--- config.mk ---
export PLATFORM = sky130hd
export DESIGN_NAME = alarm_ring_sequencer
export DESIGN_NICKNAME = d
export VERILOG_FILES = /design/src/rtl/alarm_pkg.sv /design/src/rtl/phase_timer.sv /design/src/rtl/alarm_ring_sequencer.sv
export SDC_FILE = /design/constraint.sdc
export NUM_CORES = 1
export LEC_CHECK = 0
export CORE_ASPECT_RATIO = 0.75
export CORE_UTILIZATION = 42
export DETAILED_ROUTE_END_ITERATION = 8
export HOLD_SLACK_MARGIN = 0.15
export PLACE_DENSITY_LB_ADDON = 0.2
export SYNTH_ARGS = -nofsm -noshare
export SYNTH_HDL_FRONTEND = slang
export SYNTH_SLANG_ARGS = --single-unit
--- constraint.sdc ---
create_clock -name i_clk -period 4 [get_ports i_clk]
set_input_delay 0.8 -clock i_clk [delete_from_list [all_inputs] [get_ports i_clk]]
set_output_delay 0.8 -clock i_clk [all_outputs]
set_load 0.03 [all_outputs]
--- src/rtl/alarm_pkg.sv ---
// Shared encodings and widths for the alarm ring sequencer.
package alarm_pkg;

  localparam int BCD_TIME_W = 24;
  localparam int SECS_W     = 9;

  typedef enum logic [1:0] {
    ST_IDLE    = 2'd0,
    ST_RINGING = 2'd1,
    ST_SNOOZE  = 2'd2
  } ring_state_e;

endpackage

--- src/rtl/phase_timer.sv ---
// Loadable down counter shared by the RINGING and SNOOZE phases.
// Saturates at zero; done flags the tick that consumes the last second.
module phase_timer
  import alarm_pkg::*;
#(
  parameter int W = SECS_W
) (
  input  logic         i_clk,
  input  logic         i_reset,
  input  logic         i_clr,
  input  logic         i_load,
  input  logic [W-1:0] i_load_val,
  input  logic         i_tick,
  output logic [W-1:0] o_cnt,
  output logic         o_done
);

  logic [W-1:0] r_cnt;

  // Clear beats load beats tick; count holds at zero instead of wrapping.
  always_ff @(posedge i_clk) begin
    if (!i_reset)                   r_cnt <= '0;
    else if (i_clr)                 r_cnt <= '0;
    else if (i_load)                r_cnt <= i_load_val;
    else if (i_tick && r_cnt != '0) r_cnt <= r_cnt - 1'b1;
  end

  assign o_cnt  = r_cnt;
  assign o_done = i_tick & (r_cnt == W'(1));

endmodule

--- src/rtl/alarm_ring_sequencer.sv ---
// Alarm ring controller: detects the rising edge of the time match and
// sequences IDLE / RINGING / SNOOZE with snooze limit, stop and timeout.
module alarm_ring_sequencer
  import alarm_pkg::*;
#(
  parameter int RING_SECS   = 60,
  parameter int SNOOZE_SECS = 300,
  parameter int MAX_SNOOZE  = 3
) (
  input  logic                  i_clk,
  input  logic                  i_reset,
  input  logic                  i_sec_tick,
  input  logic [BCD_TIME_W-1:0] i_cur_time,
  input  logic [BCD_TIME_W-1:0] i_alm_time,
  input  logic                  i_alarm_on,
  input  logic                  i_snooze_key,
  input  logic                  i_stop_key,
  output logic                  o_play_sound,
  output logic [1:0]            o_ring_state,
  output logic [1:0]            o_snooze_cnt,
  output logic [SECS_W-1:0]     o_secs_left
);

  localparam logic [SECS_W-1:0] LP_RING   = SECS_W'(RING_SECS);
  localparam logic [SECS_W-1:0] LP_SNOOZE = SECS_W'(SNOOZE_SECS);
  localparam logic [1:0]        LP_MAX    = 2'(MAX_SNOOZE);

  ring_state_e        r_state;
  logic [1:0]         r_snooze_cnt;
  logic               r_match_q;
  logic               r_play;

  ring_state_e        w_nxt_state;
  logic [1:0]         w_nxt_snz;
  logic               w_clr;
  logic               w_load;
  logic [SECS_W-1:0]  w_load_val;
  logic               w_tick;
  logic               w_done;
  logic [SECS_W-1:0]  w_secs;
  logic               w_match;
  logic               w_trigger;
  logic               w_snz_ok;

  assign w_match   = (i_cur_time == i_alm_time);
  // One event per matching second; match_q resets high so power-up 00:00:00 is silent.
  assign w_trigger = w_match & ~r_match_q;
  assign w_snz_ok  = i_snooze_key & (r_snooze_cnt < LP_MAX);

  // A second only counts when no key transition claims this cycle.
  assign w_tick = i_sec_tick & i_alarm_on & ~i_stop_key &
                  (((r_state == ST_RINGING) & ~w_snz_ok) | (r_state == ST_SNOOZE));

  phase_timer #(.W(SECS_W)) u_timer (
    .i_clk      (i_clk),
    .i_reset    (i_reset),
    .i_clr      (w_clr),
    .i_load     (w_load),
    .i_load_val (w_load_val),
    .i_tick     (w_tick),
    .o_cnt      (w_secs),
    .o_done     (w_done)
  );

  // Next-state and timer control, priority: enable, stop, snooze, trigger, tick.
  always_comb begin
    w_nxt_state = r_state;
    w_nxt_snz   = r_snooze_cnt;
    w_clr       = 1'b0;
    w_load      = 1'b0;
    w_load_val  = LP_RING;
    if (!i_alarm_on) begin
      w_nxt_state = ST_IDLE;
      w_nxt_snz   = 2'd0;
      w_clr       = 1'b1;
    end else begin
      case (r_state)
        ST_IDLE: begin
          if (w_trigger) begin
            w_nxt_state = ST_RINGING;
            w_load      = 1'b1;
          end
        end
        ST_RINGING: begin
          if (i_stop_key) begin
            w_nxt_state = ST_IDLE;
            w_nxt_snz   = 2'd0;
            w_clr       = 1'b1;
          end else if (w_snz_ok) begin
            w_nxt_state = ST_SNOOZE;
            w_nxt_snz   = r_snooze_cnt + 2'd1;
            w_load      = 1'b1;
            w_load_val  = LP_SNOOZE;
          end else if (w_done) begin
            // Ring timeout: the tick itself drains the timer to zero.
            w_nxt_state = ST_IDLE;
            w_nxt_snz   = 2'd0;
          end
        end
        ST_SNOOZE: begin
          if (i_stop_key) begin
            w_nxt_state = ST_IDLE;
            w_nxt_snz   = 2'd0;
            w_clr       = 1'b1;
          end else if (w_done) begin
            w_nxt_state = ST_RINGING;
            w_load      = 1'b1;
          end
        end
        default: begin
          w_nxt_state = ST_IDLE;
          w_nxt_snz   = 2'd0;
          w_clr       = 1'b1;
        end
      endcase
    end
  end

  // State, snooze count, match history and the registered sound enable.
  always_ff @(posedge i_clk) begin
    if (!i_reset) begin
      r_state      <= ST_IDLE;
      r_snooze_cnt <= 2'd0;
      r_match_q    <= 1'b1;
      r_play       <= 1'b0;
    end else begin
      r_state      <= w_nxt_state;
      r_snooze_cnt <= w_nxt_snz;
      r_match_q    <= w_match;
      r_play       <= (w_nxt_state == ST_RINGING);
    end
  end

  assign o_play_sound = r_play;
  assign o_ring_state = r_state;
  assign o_snooze_cnt = r_snooze_cnt;
  assign o_secs_left  = w_secs;

endmodule

==> out/metrics.cfg, run 1 <==
[final_layout]
area_growth_pct = 61.0
final_cell_mix = clkdlybuf4s50_1 (67), xor2_1 (25), dfxtp_1 (15), nand2_1 (11), nor4_1 (9)
fin_cells = 254
antenna_cells = 0
num-nets-final = 281
seq_area_um2 = 300
layout_commonest_cell = clkdlybuf4s50_1
drive_gt1_share_pct = 2.75
multiInputGateArea_um2 = 887
num-fill-cells = 211
final_util_pct = 73.7

[critical_path]
crit_path_end_kind = register
worstSetupPathType = in2reg
cp.required_ns = 4.16
worstPathMaxFanout = 7
r2r-start = u_timer.o_cnt[2]$_SDFFE_PP0P_
cp.arrival_ns = 2.77
cp-startpoint = i_stop_key
startpoint_type = primary input

[sta]
fin_setup_tns_ns = 0
hold_slack_ns = 0.509
max_slew_margin_pct = 56.9
worst_slew_pin_slew_ns = 0.641
finClkSkew_ns = 0.00727
final.period_utilization_pct = 65.1
fin_crit_ns = 2.60
hold_violations = 0
fmax_mhz = 384
slew_violations = 0
rsz0062_at_grt = false
setup_viol = 0

[cts]
cts.reportedPaths.clkPinSlew_ns = 0.06
cts_setup_buffers = 0
cts_max_level = 1
ctsLongestPathBuffers = 2
clkLatencyLatePin_ns = 0.25
cts_hold_buf = 0
ctsResizeCount = 0
cts_root_buffer = clkbuf_8
cts_tree = done
cts_sinks = 15
cts_made_buffers = 3

[placement]
place_congestion = 0.897
dp.cells = 250
dp_hpwl_um = 2870
io_buffers = 67

[yosys]
synth_area_leaders = dfxtp_1 (24%), xor2_1 (18%), ha_1 (8.1%)
synth-main-ff-cell = dfxtp_1
ys_seq_elements = 15
netlist_area_um2 = 1230
yosys_warnings = 0
synth_top_area_cell = dfxtp_1
synthArstFlopShare_pct = 0
synth_edf_count = 0
ys_seq_area_share_pct = 24.4
synthCells = 148
postSynthAreaPerCell_um2 = 8.30
synth.top_cell.area_share_pct = 24.4
synth.distinct_cells = 42
syn-num-nets = 210

[power]
powerDensity_nw_per_um2 = 183
p_leak_nw = 0.760
p_total_mw = 0.362
vdd_drop_max_uv = 192

[global_route]
grt_pass1_wl_um = 5670
overflow = 0
grt_usage_pct = 23.0
grt_pass1_vias = 1302
grt_max_degree = 9
grt_antenna_before_repair = 0

[die]
dieArea_um2 = 3150
die_w_um = 64.5
initial_core_util_pct = 45.8
rows = 16
die_y_um = 48.8
ios = 68
core_um2 = 2680

[flow_run]
max_cap_violations = 0

[drt]
drt-vias-per-instance = 5.35
wl_per_cell_um = 13.2
dr.pass1.iters = 4
drtIter0Drc = 85
drc = 0
drtAntennaViolNets = 0
drt-total-wl_um = 3350
vias = 1360

[hold_path]
hold_path_class = reg2reg
worstHoldStart = o_snooze_cnt[0]$_SDFFE_PN0P_

[outcome]
status = finished, final reports clean

==> final timing paths <==
path	endpoint	slack [ns]	cells past startpoint
worst max-delay path	u_timer.o_cnt[7]$_SDFFE_PP0P_	1.40	5
worst min-delay path	o_snooze_cnt[0]$_SDFFE_PN0P_	0.51	2
worst max register to register	u_timer.o_cnt[7]$_SDFFE_PP0P_	1.73	5
worst min register to register	o_snooze_cnt[0]$_SDFFE_PN0P_	0.51	2
==> stage by stage <==
step                      cell area, um2  setup WS (ns)
final                               1980           1.40
after global routing                1980           1.33
after CTS                           1980           1.40
after detailed placement            1930           1.15
after global placement              1930           1.20
after floorplan                     1230           1.67
==> state kept, by name, summed over array words and instances, names as in the netlist <==
name / cells
o_snooze_cnt: 2
r_match_q: 1
u_timer.o_cnt: 9
o_play_sound: 1
o_ring_state: 2
==> layout make-up <==
type | instances | share of cell area (%)
well taps | 36 | 2.28
flip-flops and latches | 15 | 15.2
multi-input cells | 124 | 44.8
repair buffers | 67 | 33.9
clock buffers | 4 | 2.28
inverters | 8 | 1.52
==> routing by layer <==
metal | wire length, um | vias up | track usage [%]
met5 | 0 | - | 0
met4 | 8 | 0 | 2.22
met3 | 258 | 2 | 5.37
met2 | 1580 | 53 | 37.9
met1 | 1500 | 624 | 31.6
li1 | - | 681 | -
==> logic make-up (layout without fill, tap and decap cells) <==
| family | after synthesis | after routing | synth area share, % |
|---|---|---|---|
| simple gates | 62 | 62 | 29.0 |
| xor+xnor | 30 | 30 | 21.4 |
| compound gates | 22 | 22 | 12.0 |
| flops | 15 | 15 | 24.4 |
| buf+inv | 9 | 79 | 3.36 |
| fa+ha+maj | 8 | 8 | 8.15 |
| mux | 2 | 2 | 1.63 |
==> critical path, cell delays in order <==
cell and delay [ns]:
clkdlybuf4s50_1 0.51, nand3b_1 0.26, or4_4 0.55, or4_1 0.41, a211oi_1 0.23
==> power breakdown <==
group	switching [mW]	internal (mW)	total (mW)	leakage, nW
clock	0.0547	0.0707	0.125	0.0228
combinational	0.0273	0.0588	0.0860	0.616
sequential	0.000446	0.150	0.150	0.121
==> cell usage after synthesis, types with 2 or more instances <==
master / number
xnor2_1: 5
nor4_1: 9
a31oi_1: 5
ha_1: 8
xor2_1: 25
a21oi_1: 6
nor3_1: 7
and2_1: 2
nand3_1: 4
mux2i_1: 2
nand2_1: 11
dfxtp_1: 15
or3_1: 2
and3_1: 2
inv_1: 8
nor2b_1: 3
nand4_1: 2
nor2_1: 8
No activity file was read; power rests on OpenSTA's default activity.
==> inputs of run 2 (changes only) <==
--- a/config.mk
+++ b/config.mk
@@ -6,7 +6,7 @@
 export NUM_CORES = 1
 export LEC_CHECK = 0
 export CORE_ASPECT_RATIO = 0.75
-export CORE_UTILIZATION = 42
+export CORE_UTILIZATION = 35
 export DETAILED_ROUTE_END_ITERATION = 8
 export HOLD_SLACK_MARGIN = 0.15
 export PLACE_DENSITY_LB_ADDON = 0.2
==> constraint.sdc (replaced) <==
create_clock -name i_clk -period 2.2 [get_ports i_clk]
set_input_delay 0.44 -clock i_clk [delete_from_list [all_inputs] [get_ports i_clk]]
set_output_delay 0.44 -clock i_clk [all_outputs]
set_load 0.03 [all_outputs]
==> run 2 against run 1 <==
Compared with the run above: clock skew fell by 0.0046 ns; setup slack worse by 1.3 ns; largest cell class unchanged; critical path type unchanged; highest routed layer unchanged; hold slack lost 0.033 ns; clock power up 80%.
==> out/metrics.cfg, run 2 (synthesized netlist as in run 1, its figures left out) <==
[placement]
postPlaceCellArea_um2 = 2080  ; +7.6%
place_congestion = 0.842  ; -6.2%
io_buffers = 67  ; unchanged
dp_hpwl_um = 2910  ; +1.6%

[power]
p_int_mw = 0.516  ; +85%
p_sw_share_pct = 22.4  ; -0.34 points
powerDensity_nw_per_um2 = 313  ; +71%
p_sw_mw = 0.149  ; +81%
p_leak_nw = 0.846  ; +11%
pwr-share-seq_pct = 41.0  ; -0.6 points
power_frac_comb_pct = 25.2  ; +1.4 points
vdd_drop_max_uv = 280  ; +46%
power.share.clock_pct = 33.8  ; -0.9 points

[critical_path]
worstPathMaxFanout = 4  ; -3
setup.worst_path.end = u_timer.o_cnt[7]$_SDFFE_PP0P_
r2r-start = u_timer.o_cnt[0]$_SDFFE_PP0P_
startpoint_type = primary input
rrSetupSlack_ns = 0.16  ; -1.57 ns
cp-startpoint = i_stop_key
cp.required_ns = 2.37  ; -1.79 ns
slowest_delay_ns = 0.52  ; -0.03 ns
cp_num_buf_inv = 1  ; unchanged
reg2regPathDepth = 6  ; +1
worstSetupPathType = in2reg
critPathTopFamily = simple AND/OR/NAND/NOR gates
path_cells = clkdlybuf4s50_1 > nand3b_1 > or4_4 > or4_1 > a211oi_1
r2r_end = u_timer.o_cnt[7]$_SDFFE_PP0P_
crit_path_end_kind = register
slowest_stage = or4_4
cp.arrival_ns = 2.24  ; -0.53 ns
worstSetupPathDepth = 5  ; unchanged

[final_layout]
area_growth_pct = 72.9
final_cell_mix = clkdlybuf4s50_1 (67), xor2_1 (25), buf_4 (18), nand2_1 (11), dfxtp_1 (10)
drive_gt1_share_pct = 12.3  ; +9.5 points
design_area_um2 = 2120  ; +7.4%
num-fill-cells = 253  ; +20%
antenna_cells = 0  ; unchanged
layout_commonest_cell = clkdlybuf4s50_1
largest_reg_flops = 9  ; unchanged
num-nets-final = 299  ; +6.4%

[die]
initial_core_util_pct = 37.1  ; -8.7 points
core_um2 = 3310  ; +23%
dieArea_um2 = 3750  ; +19%
die_y_um = 53.3  ; +9.2%
ios = 68  ; unchanged
rows = 18  ; +2
die_w_um = 70.4  ; +9.2%

[cts]
cts_hold_buf = 0  ; unchanged
cts_setup_buffers = 0  ; unchanged
cts_max_level = 1  ; unchanged
clkLatencyLatePin_ns = 0.25  ; about the same
ctsLongestPathBuffers = 2  ; unchanged
ctsResizeCount = 0  ; unchanged
cts_sinks = 15  ; unchanged
cts_root_buffer = clkbuf_8
cts_made_buffers = 3  ; unchanged
cts.reportedPaths.clkPinSlew_ns = 0.06  ; about the same
cts_tree = done

[drt]
drtAntennaViolNets = 0  ; unchanged
drtIter0Drc = 43  ; -49%
vias = 1410  ; +3.7%
dr.pass1.iters = 4  ; unchanged
wl_per_cell_um = 12.1  ; -8.1%
drc = 0  ; unchanged
drt-total-wl_um = 3340  ; -0.15%
drt-vias-per-instance = 5.11  ; -4.6%

[sta]
rsz0062_at_grt = false
worst_slew_pin_slew_ns = 0.416  ; -0.225 ns
setup_viol = 0  ; unchanged
final.period_utilization_pct = 94.1
fin_setup_tns_ns = 0  ; unchanged
slew_violations = 0  ; unchanged
max_slew_margin_pct = 72.0  ; +15 points
hold_violations = 0  ; unchanged
fmax_mhz = 483
finClkSkew_ns = 0.00263  ; -0.00464 ns
fin_crit_ns = 2.07

[global_route]
grt_pass1_vias = 1317  ; +1.2%
grt_usage_pct = 18.9  ; -4.1 points
grt_antenna_before_repair = 0  ; unchanged
grt_pass1_wl_um = 5550  ; -2.1%
grt_max_degree = 9  ; unchanged
overflow = 0  ; unchanged

[flow_run]
max_cap_violations = 0  ; unchanged

[outcome]
status = finished, final reports clean

[hold_path]
holdPathStages = 2  ; unchanged
hold_path_class = reg2reg

==> run 2: changes by cell type in the layout (fill, tap and decap cells not counted), sizes merged <==
| cell | previous run | this run |
|---|---|---|
| buf | 0 | 18 |
==> run 2: how the worst min path moves through the flow <==
stage / start / slack, ns / end
global placement: o_snooze_cnt[0]$_SDFFE_PN0P_ / 0.46 / o_snooze_cnt[0]$_SDFFE_PN0P_
finish: o_snooze_cnt[0]$_SDFFE_PN0P_ / 0.48 / o_snooze_cnt[0]$_SDFFE_PN0P_
floorplan: i_reset / 0.50 / r_match_q$_SDFF_PN1_
CTS: o_snooze_cnt[0]$_SDFFE_PN0P_ / 0.48 / o_snooze_cnt[0]$_SDFFE_PN0P_
detailed placement: o_snooze_cnt[0]$_SDFFE_PN0P_ / 0.47 / o_snooze_cnt[0]$_SDFFE_PN0P_
global route: o_snooze_cnt[0]$_SDFFE_PN0P_ / 0.50 / o_snooze_cnt[0]$_SDFFE_PN0P_
==> run 2: stage by stage <==
stage | hold slack (ns) | worst slack [ns] | std cells | utilization [%] | power (mW)
after CTS | 0.480 | 0.131 | 276 | 64.2 | 0.672
after floorplan | 0.502 | 0.00141 | 148 | - | 0.322
after global routing | 0.498 | 0.0251 | 276 | 64.2 | 0.692
final | 0.476 | 0.131 | 276 | 64.2 | 0.666
after global placement | 0.461 | -0.0891 | 272 | 62.8 | 0.443
after detailed placement | 0.472 | -0.124 | 272 | 62.8 | 0.448
==> run 2: worst register-to-register path, cell delays in order (launching register included) <==
cell and delay, ns:
dfxtp_2 0.37, inv_1 0.09, ha_1 0.24, and3_1 0.17
or4_4 0.47, or4_1 0.40, a211oi_1 0.22
==> run 2: area by class of cell <==
cell class | count | area (um2) | share of cell area [%]
Timing Repair Buffer | 85 | 806 | 37.9
Clock buffer | 4 | 45.0 | 2.12
Sequential cell | 15 | 307 | 14.4
Multi-Input combinational cell | 124 | 887 | 41.8
Tap cell | 40 | 50.0 | 2.36
Inverter | 8 | 30.0 | 1.41
==> run 2: power by group through the flow <==
stage / combinational, mW / sequential, mW / clock [mW]
after global placement: 0.164 / 0.279 / 0
after detailed placement: 0.169 / 0.279 / 0
final: 0.168 / 0.273 / 0.225
after global routing: 0.181 / 0.273 / 0.238
after CTS: 0.169 / 0.273 / 0.230
after floorplan: 0.0434 / 0.279 / 0
==> run 2: metal layers <==
| metal | global-route usage (%) | part of all wire, % | routed length, um |
|---|---|---|---|
| met4 | 5.00 | 1.2 | 40 |
| met2 | 32.4 | 46 | 1540 |
| met5 | 0 | 0 | 0 |
| met1 | 23.8 | 45 | 1510 |
| met3 | 4.57 | 7.7 | 258 |
